===== src/rtl/c2c_fifo_wr_arb.sv =====
// Round-robin burst arbiter: four requesters share one 21-bit FIFO write port.
// Optional C2C_ARB_SRCID_EN stamps the owner index into FIFO_WDATA[20:19].
module c2c_fifo_wr_arb #(
  parameter int BURST_MAX = 8
) (
  input  logic        CLK,
  input  logic        RST_N,
  input  logic [3:0]  REQ,
  input  logic [20:0] REQ_DATA0,
  input  logic [20:0] REQ_DATA1,
  input  logic [20:0] REQ_DATA2,
  input  logic [20:0] REQ_DATA3,
  output logic [3:0]  ACK,
  output logic [3:0]  GNT,
  output logic        BUSY,
  output logic        FIFO_WREN,
  output logic [20:0] FIFO_WDATA,
  input  logic        FIFO_FULL
);

  localparam int BM =
    (BURST_MAX < 1 || BURST_MAX > 64) ? 64 : BURST_MAX;
  localparam logic [5:0] CNT_LAST = 6'(BM - 1);

  typedef enum logic {
    S_IDLE,
    S_GRANT
  } state_t;

  state_t      r_state, w_state_nx;
  logic [3:0]  r_gnt, w_gnt_nx;
  logic [1:0]  r_own, w_own_nx;
  logic [1:0]  r_ptr, w_ptr_nx;
  logic [5:0]  r_cnt, w_cnt_nx;
  logic [1:0]  w_sel;
  logic        w_req_own;
  logic        w_wren;
  logic        w_last;
  logic [20:0] w_raw;

  // Scan ptr+4 (lowest) down to ptr+1 so the nearest set REQ wins.
  always_comb begin
    logic [1:0] idx;
    w_sel = '0;
    idx   = '0;
    for (int k = 4; k >= 1; k--) begin
      idx = r_ptr + 2'(k);
      if (REQ[idx]) w_sel = idx;
    end
  end

  always_comb begin
    w_raw = '0;
    unique case (1'b1)
      r_gnt[0]: w_raw = REQ_DATA0;
      r_gnt[1]: w_raw = REQ_DATA1;
      r_gnt[2]: w_raw = REQ_DATA2;
      r_gnt[3]: w_raw = REQ_DATA3;
      default:  w_raw = '0;
    endcase
  end

  assign w_req_own = |(REQ & r_gnt);
  assign w_wren    = (r_state == S_GRANT) & w_req_own & ~FIFO_FULL;
  assign w_last    = w_wren & (r_cnt == CNT_LAST);

  always_comb begin
    w_state_nx = r_state;
    w_gnt_nx   = r_gnt;
    w_own_nx   = r_own;
    w_ptr_nx   = r_ptr;
    w_cnt_nx   = r_cnt;
    unique case (r_state)
      S_IDLE: begin
        if (|REQ) begin
          w_state_nx = S_GRANT;
          w_gnt_nx   = 4'b0001 << w_sel;
          w_own_nx   = w_sel;
          w_cnt_nx   = '0;
        end
      end
      S_GRANT: begin
        if (!w_req_own || w_last) begin
          w_state_nx = S_IDLE;
          w_gnt_nx   = '0;
          w_ptr_nx   = r_own;
          w_cnt_nx   = '0;
        end else if (w_wren) begin
          w_cnt_nx = r_cnt + 6'd1;
        end
      end
      default: begin
        w_state_nx = S_IDLE;
        w_gnt_nx   = '0;
      end
    endcase
  end

  always_ff @(posedge CLK or negedge RST_N) begin
    if (!RST_N) begin
      r_state <= S_IDLE;
      r_gnt   <= '0;
      r_own   <= '0;
      r_ptr   <= 2'd3;
      r_cnt   <= '0;
    end else begin
      r_state <= w_state_nx;
      r_gnt   <= w_gnt_nx;
      r_own   <= w_own_nx;
      r_ptr   <= w_ptr_nx;
      r_cnt   <= w_cnt_nx;
    end
  end

  assign GNT       = r_gnt;
  assign BUSY      = (r_state == S_GRANT);
  assign FIFO_WREN = w_wren;
  assign ACK       = {4{w_wren}} & r_gnt;

`ifdef C2C_ARB_SRCID_EN
  assign FIFO_WDATA = BUSY ? {r_own, w_raw[18:0]} : '0;
`else
  assign FIFO_WDATA = w_raw;
`endif

endmodule


===== config.mk =====
export PLATFORM = sky130hd
export DESIGN_NAME = c2c_fifo_wr_arb
export DESIGN_NICKNAME = d
export VERILOG_FILES = /design/src/rtl/c2c_fifo_wr_arb.sv
export SDC_FILE = /design/constraint.sdc
export NUM_CORES = 1
export LEC_CHECK = 0
export CAP_MARGIN = 5
export CORE_UTILIZATION = 28
export CTS_BUF_LIST = sky130_fd_sc_hd__clkbuf_2
export CTS_CLUSTER_SIZE = 8
export DETAILED_ROUTE_END_ITERATION = 16
export HOLD_SLACK_MARGIN = 0.12
export PLACE_DENSITY = 0.89
export SYNTH_ARGS = -nofsm -noshare
export SYNTH_HDL_FRONTEND = slang
export SYNTH_SLANG_ARGS = --single-unit

===== constraint.sdc =====
create_clock -name CLK -period 1.6 [get_ports CLK]
set_input_delay 0.32 -clock CLK [delete_from_list [all_inputs] [get_ports CLK]]
set_output_delay 0.32 -clock CLK [all_outputs]
set_load 0.05 [all_outputs]

==> results.md, run 1 <==
* Share of layout cells above drive strength 1 at 52.79%
* Power Density at 2028 nW/um2
* Setup Skew at 0.01186 ns
* Reg clk slew, reported paths at 0.16 ns
* Critical Path Slowest Stage Cell: dfrtp_2
* Skew-Pair Late Insertion Delay at 0.31 ns
* DRT Pass-1 Iters at 4
* CP arrival at 1.56 ns
* Setup violators final at 39
* RR Endpoint: r_cnt[3]
* Syn. warnings at 0
* CP delay by family, top: flip-flops
* Syn Nets at 251
* Post-Syn Area at 1276 um2
* Crit Path Max Fanout at 6
* Remaining antenna violation count at 0
* Fin cells at 357
* Final Max Slew Viols at 0
* Register Area at 384.1 um2
* Max Freq at 0.5321 GHz
* Hold Crit Class: input port to async pin
* First-pass GRT wire length at 11850 um
* Die X at 69.51 um
* Final period util at 117.5%
* Post-placement cell count at 344
* Area Growth Syn to Fin at 175.1%
* Critical Path Stages at 5
* CTS H-tree depth at 1
* Leak at 1.401 nW
* Unrepaired setup endpoints after global routing: true
* Vias per inst at 5.930
* Die area at 4832 um2
* Mean routed wirelength per cell at 22.02 um
* Port bufs at 121
* Worst IR Drop VDD at 1.023 mV
* Io pins at 122
* # rows at 24
* Grt ovf at 0
* CTS max path bufs at 2
* Outcome: finished, violations left
* Synth cell types at 36
* Maxcap violations at 0
* Violated checks: negative setup slack
* Area taken by multi-input logic gates at 1246 um2
* Gr usage total at 31.48%
* Largest net degree at the start of global routing at 24
* Worst-case reg-to-reg path depth at 5
* Crit path to: ACK[3]
* PnR worst setup slack at -0.2792 ns
* Fillcell total at 258
* Crit path largest cell delay at 0.46 ns
* CP startpoint kind: register
* Initial Util at 29.31%
* Root Driver: clkbuf_2
* Cts hold-fix bufs at 0
* CP required at 1.28 ns
* Tmin final at 1.879 ns
* Vias in the first global route at 2201
* Diodes inserted at 0
* DR vias at 2117
* Nets at 398
* Synthesized area per cell at 8.027 um2
* CTS sink count at 15
* Post-DP HPWL at 5332 um
* Setup tns final at -5.860 ns
* Post-Synthesis Cells at 159
* CTS Buf Count at 3
* Critical path capture point type: output pin
* Core Area at 4354 um2
* Worst path bufs/invs at 2
* GPL Wtd Cong at 0.9077
* Reg-to-reg startpoint: GNT[2]
* Max_slew headroom at 69.12%
* # DRC at 0
* Die H at 69.51 um
* CTS tree: built
* Synthesized flop and latch total at 15
* Worst Setup SP: GNT[0]
* Tightest Pin Transition at 0.4612 ns
* CP Cell Sequence: a22o_4 -> o21ai_4 -> buf_12 -> nor3_4 -> buf_6
* DRT Wirelength at 7862 um
* Crit Path Class: register to output pin
* Seq/Total Area, Yosys at 29.61%
* Initial DRC count at 113
* Initial antenna violation count at 0
* FF-to-FF setup slack at -0.22 ns
* Final hold vios at 0
* Hold WS at 0.3022 ns
==> layout make-up <==
class | count | area share, %
timing repair buffer | 152 | 50.39
multi-input combinational | 127 | 35.50
sequential | 15 | 10.94
tap | 52 | 1.853
inverter | 7 | 0.7484
clock buffer | 3 | 0.4277
clock inverter | 1 | 0.1426
==> sequential cells by signal (all words and copies together), names as in the netlist <==
signal / cells
BUSY: 1
r_cnt: 6
GNT: 4
r_ptr: 2
r_own: 2
==> worst reg2reg max path: cells and delay by family (launching register included) <==
| kind | cells | cell delay (ns) |
|---|---|---|
| and+or+nand+nor | 1 | 0.50 |
| DFF | 1 | 0.47 |
| AOI/OAI and AO/OA | 3 | 0.66 |
| buffers and inverters | 1 | 0.12 |
==> worst min-delay path by stage <==
stage                          end  depth (start not counted)  startpoint  slack, ns
after global placement    r_own[1]                          2    r_own[1]       0.47
after detailed placement  r_own[0]                          1    r_own[0]       0.48
final                     r_cnt[0]                          2       RST_N       0.30
after floorplan               BUSY                          0       RST_N       0.02
after global routing      r_cnt[0]                          2       RST_N       0.31
after CTS                 r_cnt[1]                          2       RST_N       0.31
==> power breakdown <==
part	internal [mW]	total, mW	switching (mW)
sequential	0.528	0.692	0.164
clock	0.0565	0.189	0.133
combinational	2.88	6.24	3.36
total	3.46	7.12	3.66
==> cells in the final DEF (no fill, tap or decap), drive strengths merged, types with 5 or more instances in the layout <==
master and instances:
a21oi 6, a22oi 43, buf 62, clkdlybuf4s50 86
dfrtp 13, inv 7, nand2 25, nor2 7
nor3 5
==> cells by family (layout without fill, tap and decap cells) <==
group	count (synthesis)	in the layout	synth area share, %
simple gates	50	50	18.43
mux	4	4	3.529
compound gates	72	72	42.06
fa+ha+maj	1	1	0.9802
flops	15	15	29.61
buf+inv	17	163	5.392
==> metal layers <==
layer | global-route usage [%] | part of all wire (%) | vias up
met5 | 0 | 0 | -
met1 | 31.70 | 34 | 1027
met3 | 7.703 | 7.3 | 43
met2 | 60.19 | 53 | 130
li1 | - | - | 917
met4 | 14.06 | 5.5 | 0
==> Yosys cell counts (all sizes together) <==
master,count,share of area [%]
o22a,1,0.69
nor3,5,2.0
ha,1,0.98
or4,3,1.8
or2,2,0.98
dfstp,2,4.1
nor2,7,2.1
or2b,1,0.59
o21ba,1,0.78
mux2,4,3.5
nand2,25,7.4
a22oi,43,25
o31ai,3,1.8
or4b,1,0.78
o22ai,3,1.5
a32o,1,0.78
a21oi,6,2.4
o41ai,1,0.69
inv,7,2.1
dfrtp,13,25
a31o,1,0.69
o211ai,1,0.59
o21a,2,1.2
nor2b,2,0.98
buf,2,0.98
nor4b,1,0.69
o211a,1,1.4
nand3,2,0.78
nor4,1,0.49
clkbuf,8,2.4
o21ai,4,1.6
a22o,2,1.5
o32ai,2,1.4
==> per-stage QoR <==
step | utilization (%) | total power, mW | setup WS (ns) | area [um2]
global placement | 71.15 | 6.188 | -0.4790 | 3098
CTS | 78.45 | 6.910 | -0.2795 | 3416
global route | 80.63 | 7.343 | -0.3361 | 3511
detailed placement | 71.15 | 6.291 | -0.5672 | 3098
floorplan | - | 3.590 | -0.1538 | 1445
finish | 80.63 | 7.120 | -0.2792 | 3511
==> repair_timing <==
item                       CTS  global route
setup endpoints to repair   37            39
pin swaps                    9            13
buffers inserted             7             2
gates resized for setup     60            18
No activity file was read; power rests on OpenSTA's default activity.
==> run 2: changes to the inputs <==
--- a/config.mk
+++ b/config.mk
@@ -11,7 +11,7 @@
 export CTS_CLUSTER_SIZE = 8
 export DETAILED_ROUTE_END_ITERATION = 16
 export HOLD_SLACK_MARGIN = 0.12
-export PLACE_DENSITY = 0.89
+export PLACE_DENSITY = 0.79
 export SYNTH_ARGS = -nofsm -noshare
 export SYNTH_HDL_FRONTEND = slang
 export SYNTH_SLANG_ARGS = --single-unit
==> results.md, run 2 (synthesis results as in run 1) <==
* Skew-Pair Late Insertion Delay at 0.30 ns (about the same)
* DR vias at 2046 (-3.4%)
* Hold Crit Class: input port to async pin
* Fillcell total at 271 (+5.0%)
* CTS tree: built
* CTS max path bufs at 2 (unchanged)
* Worst-case reg-to-reg path depth at 5 (unchanged)
* Most frequent cells in the layout: clkdlybuf4s50_1 (86), buf_12 (27), a22oi_1 (25)
* Area Growth Syn to Fin at 165.4%
* Power Density at 2027 nW/um2 (about the same)
* DRT Wirelength at 6934 um (-12%)
* Final hold vios at 0 (unchanged)
* Vias in the first global route at 2015 (-8.5%)
* Final Max Slew Viols at 0 (unchanged)
* Reg with most FFs: r_cnt
* Initial Util at 29.31% (unchanged)
* Diodes inserted at 0 (unchanged)
* CP required at 1.28 ns (about the same)
* Outcome: finished, violations left
* Dpl cell area at 3105 um2 (+0.24%)
* Die X at 69.51 um (unchanged)
* Crit Path Max Fanout at 6 (unchanged)
* Die H at 69.51 um (unchanged)
* Mean routed wirelength per cell at 19.48 um (-12%)
* Gr usage total at 26.96% (-4.5 points)
* Worst IR Drop VDD at 1.220 mV (+19%)
* Reg clk slew, reported paths at 0.18 ns (+0.02 ns)
* P_int at 3.362 mW (-2.9%)
* Fin cells at 356 (-0.28%)
* Vias per inst at 5.747 (-3.1%)
* GPL Wtd Cong at 0.8913 (-1.8%)
* # DRC at 0 (unchanged)
* First-pass GRT wire length at 10380 um (-12%)
* Setup violators final at 38 (-2.6%)
* Port bufs at 121 (unchanged)
* Io pins at 122 (unchanged)
* Grt ovf at 0 (unchanged)
* Nets at 397 (-0.25%)
* Unrepaired setup endpoints after global routing: true
* Tightest Pin Transition at 0.4221 ns (-0.03905 ns)
* Seq pwr share at 9.9% (+0.2 points)
* DRT Pass-1 Iters at 5 (+1)
* Largest net degree at the start of global routing at 24 (unchanged)
* Post-DP HPWL at 5025 um (-5.8%)
* Logic pwr share at 87.2% (-0.4 points)
* Post-route cell area at 3387 um2 (-3.5%)
* CTS sink count at 15 (unchanged)
* Commonest non-fill, non-tap cell in the layout: clkdlybuf4s50_1
* Core Area at 4354 um2 (unchanged)
* Die area at 4832 um2 (unchanged)
* CP startpoint kind: register
* NetSw at 3.505 mW (-4.2%)
* Sw Share at 51.03% (-0.34 points)
* Final period util at 118.7% (+1.2 points)
* Cts hold-fix bufs at 0 (unchanged)
* CP arrival at 1.58 ns (+0.02 ns)
* Tmin final at 1.899 ns (+0.01970 ns)
* Initial DRC count at 118 (+4.4%)
* Remaining antenna violation count at 0 (unchanged)
* Max reg flops at 6 (unchanged)
* Critical path capture point type: output pin
* Maxcap violations at 0 (unchanged)
* Setup slack at placement at -0.4614 ns (+0.1057 ns)
* Initial antenna violation count at 0 (unchanged)
* Max Freq at 0.5266 GHz (-1.0%)
* Root Driver: clkbuf_2
* PnR worst setup slack at -0.2989 ns (-0.01970 ns)
* Max_slew headroom at 71.60% (+2.5 points)
* Share of layout cells above drive strength 1 at 47.37% (-5.4 points)
* CTS Buf Count at 3 (unchanged)
* Post-placement cell count at 345 (+0.29%)
* Setup Skew at 0.01608 ns (+0.004220 ns)
* Clk network pwr share at 2.9% (+0.2 points)
* Crit Path Class: register to output pin
* Final Total Pwr at 6.867 mW (-3.6%)
* Violated checks: negative setup slack
* CTS H-tree depth at 1 (unchanged)
* Leak at 1.351 nW (-3.5%)
* # rows at 24 (unchanged)
run 2: stage by stage:
step	setup TNS (ns)	util (%)	hold slack, ns
after floorplan	-1.599	-	0.02441
after global placement	-6.165	71.32	0.4683
after detailed placement	-6.646	71.32	0.4837
after CTS	-5.528	75.14	0.3027
after global routing	-8.842	77.79	0.3022
final	-6.311	77.79	0.2932
run 2: power groups by stage:
stage	combinational, mW	clock, mW	sequential, mW
6_report	5.99	0.199	0.681
5_1_grt	6.19	0.214	0.694
4_1_cts	5.87	0.193	0.657
3_5_place_dp	5.63	0	0.669
3_3_place_gp	5.56	0	0.657
2_1_floorplan	2.74	0	0.852
run 2: final cells by class:
class	count	area, um2	share of cell area, %
clock inverter	1	7.507	0.2216
sequential	15	384.1	11.34
tap	52	65.06	1.921
clock buffer	3	15.01	0.4433
timing repair buffer	150	1733	51.16
multi-input combinational	128	1156	34.13
inverter	7	26.28	0.7758
run 2: critical path, stage by stage, from the launching register on:
cell and delay, ns:
dfrtp_2 0.48, a22o_4 0.27, o21ai_4 0.17, buf_12 0.16
nor2_4 0.05, buf_6 0.15
run 2: worst paths after layout:
path	slack [ns]	endpoint	start
setup / recovery	-0.30	FIFO_WREN	GNT[2]
hold / removal	0.29	r_own[1]	RST_N
setup reg to reg	-0.22	r_cnt[3]	GNT[2]
hold reg to reg	0.53	r_own[0]	r_own[0]
max in group asynchronous	1.07	r_ptr[0]	RST_N
min in group CLK	0.53	r_own[0]	r_own[0]
run 2: routing by layer:
layer	GRT usage, %	part of all wire [%]	up-vias
met2	47.14	50	115
met5	0	0	-
met4	9.977	3.3	0
met1	33.24	40	980
li1	-	-	925
met3	4.215	7.3	26
run 2: what timing repair did:
action / 4_1_cts / 5_1_grt
endpoints found under the setup margin: 36 / 39
pin swaps: 7 / 6
cloned: 1 / 0
hold endpoints to repair: 0 / 0
gates resized for setup: 28 / 24
buffers inserted: 4 / 3
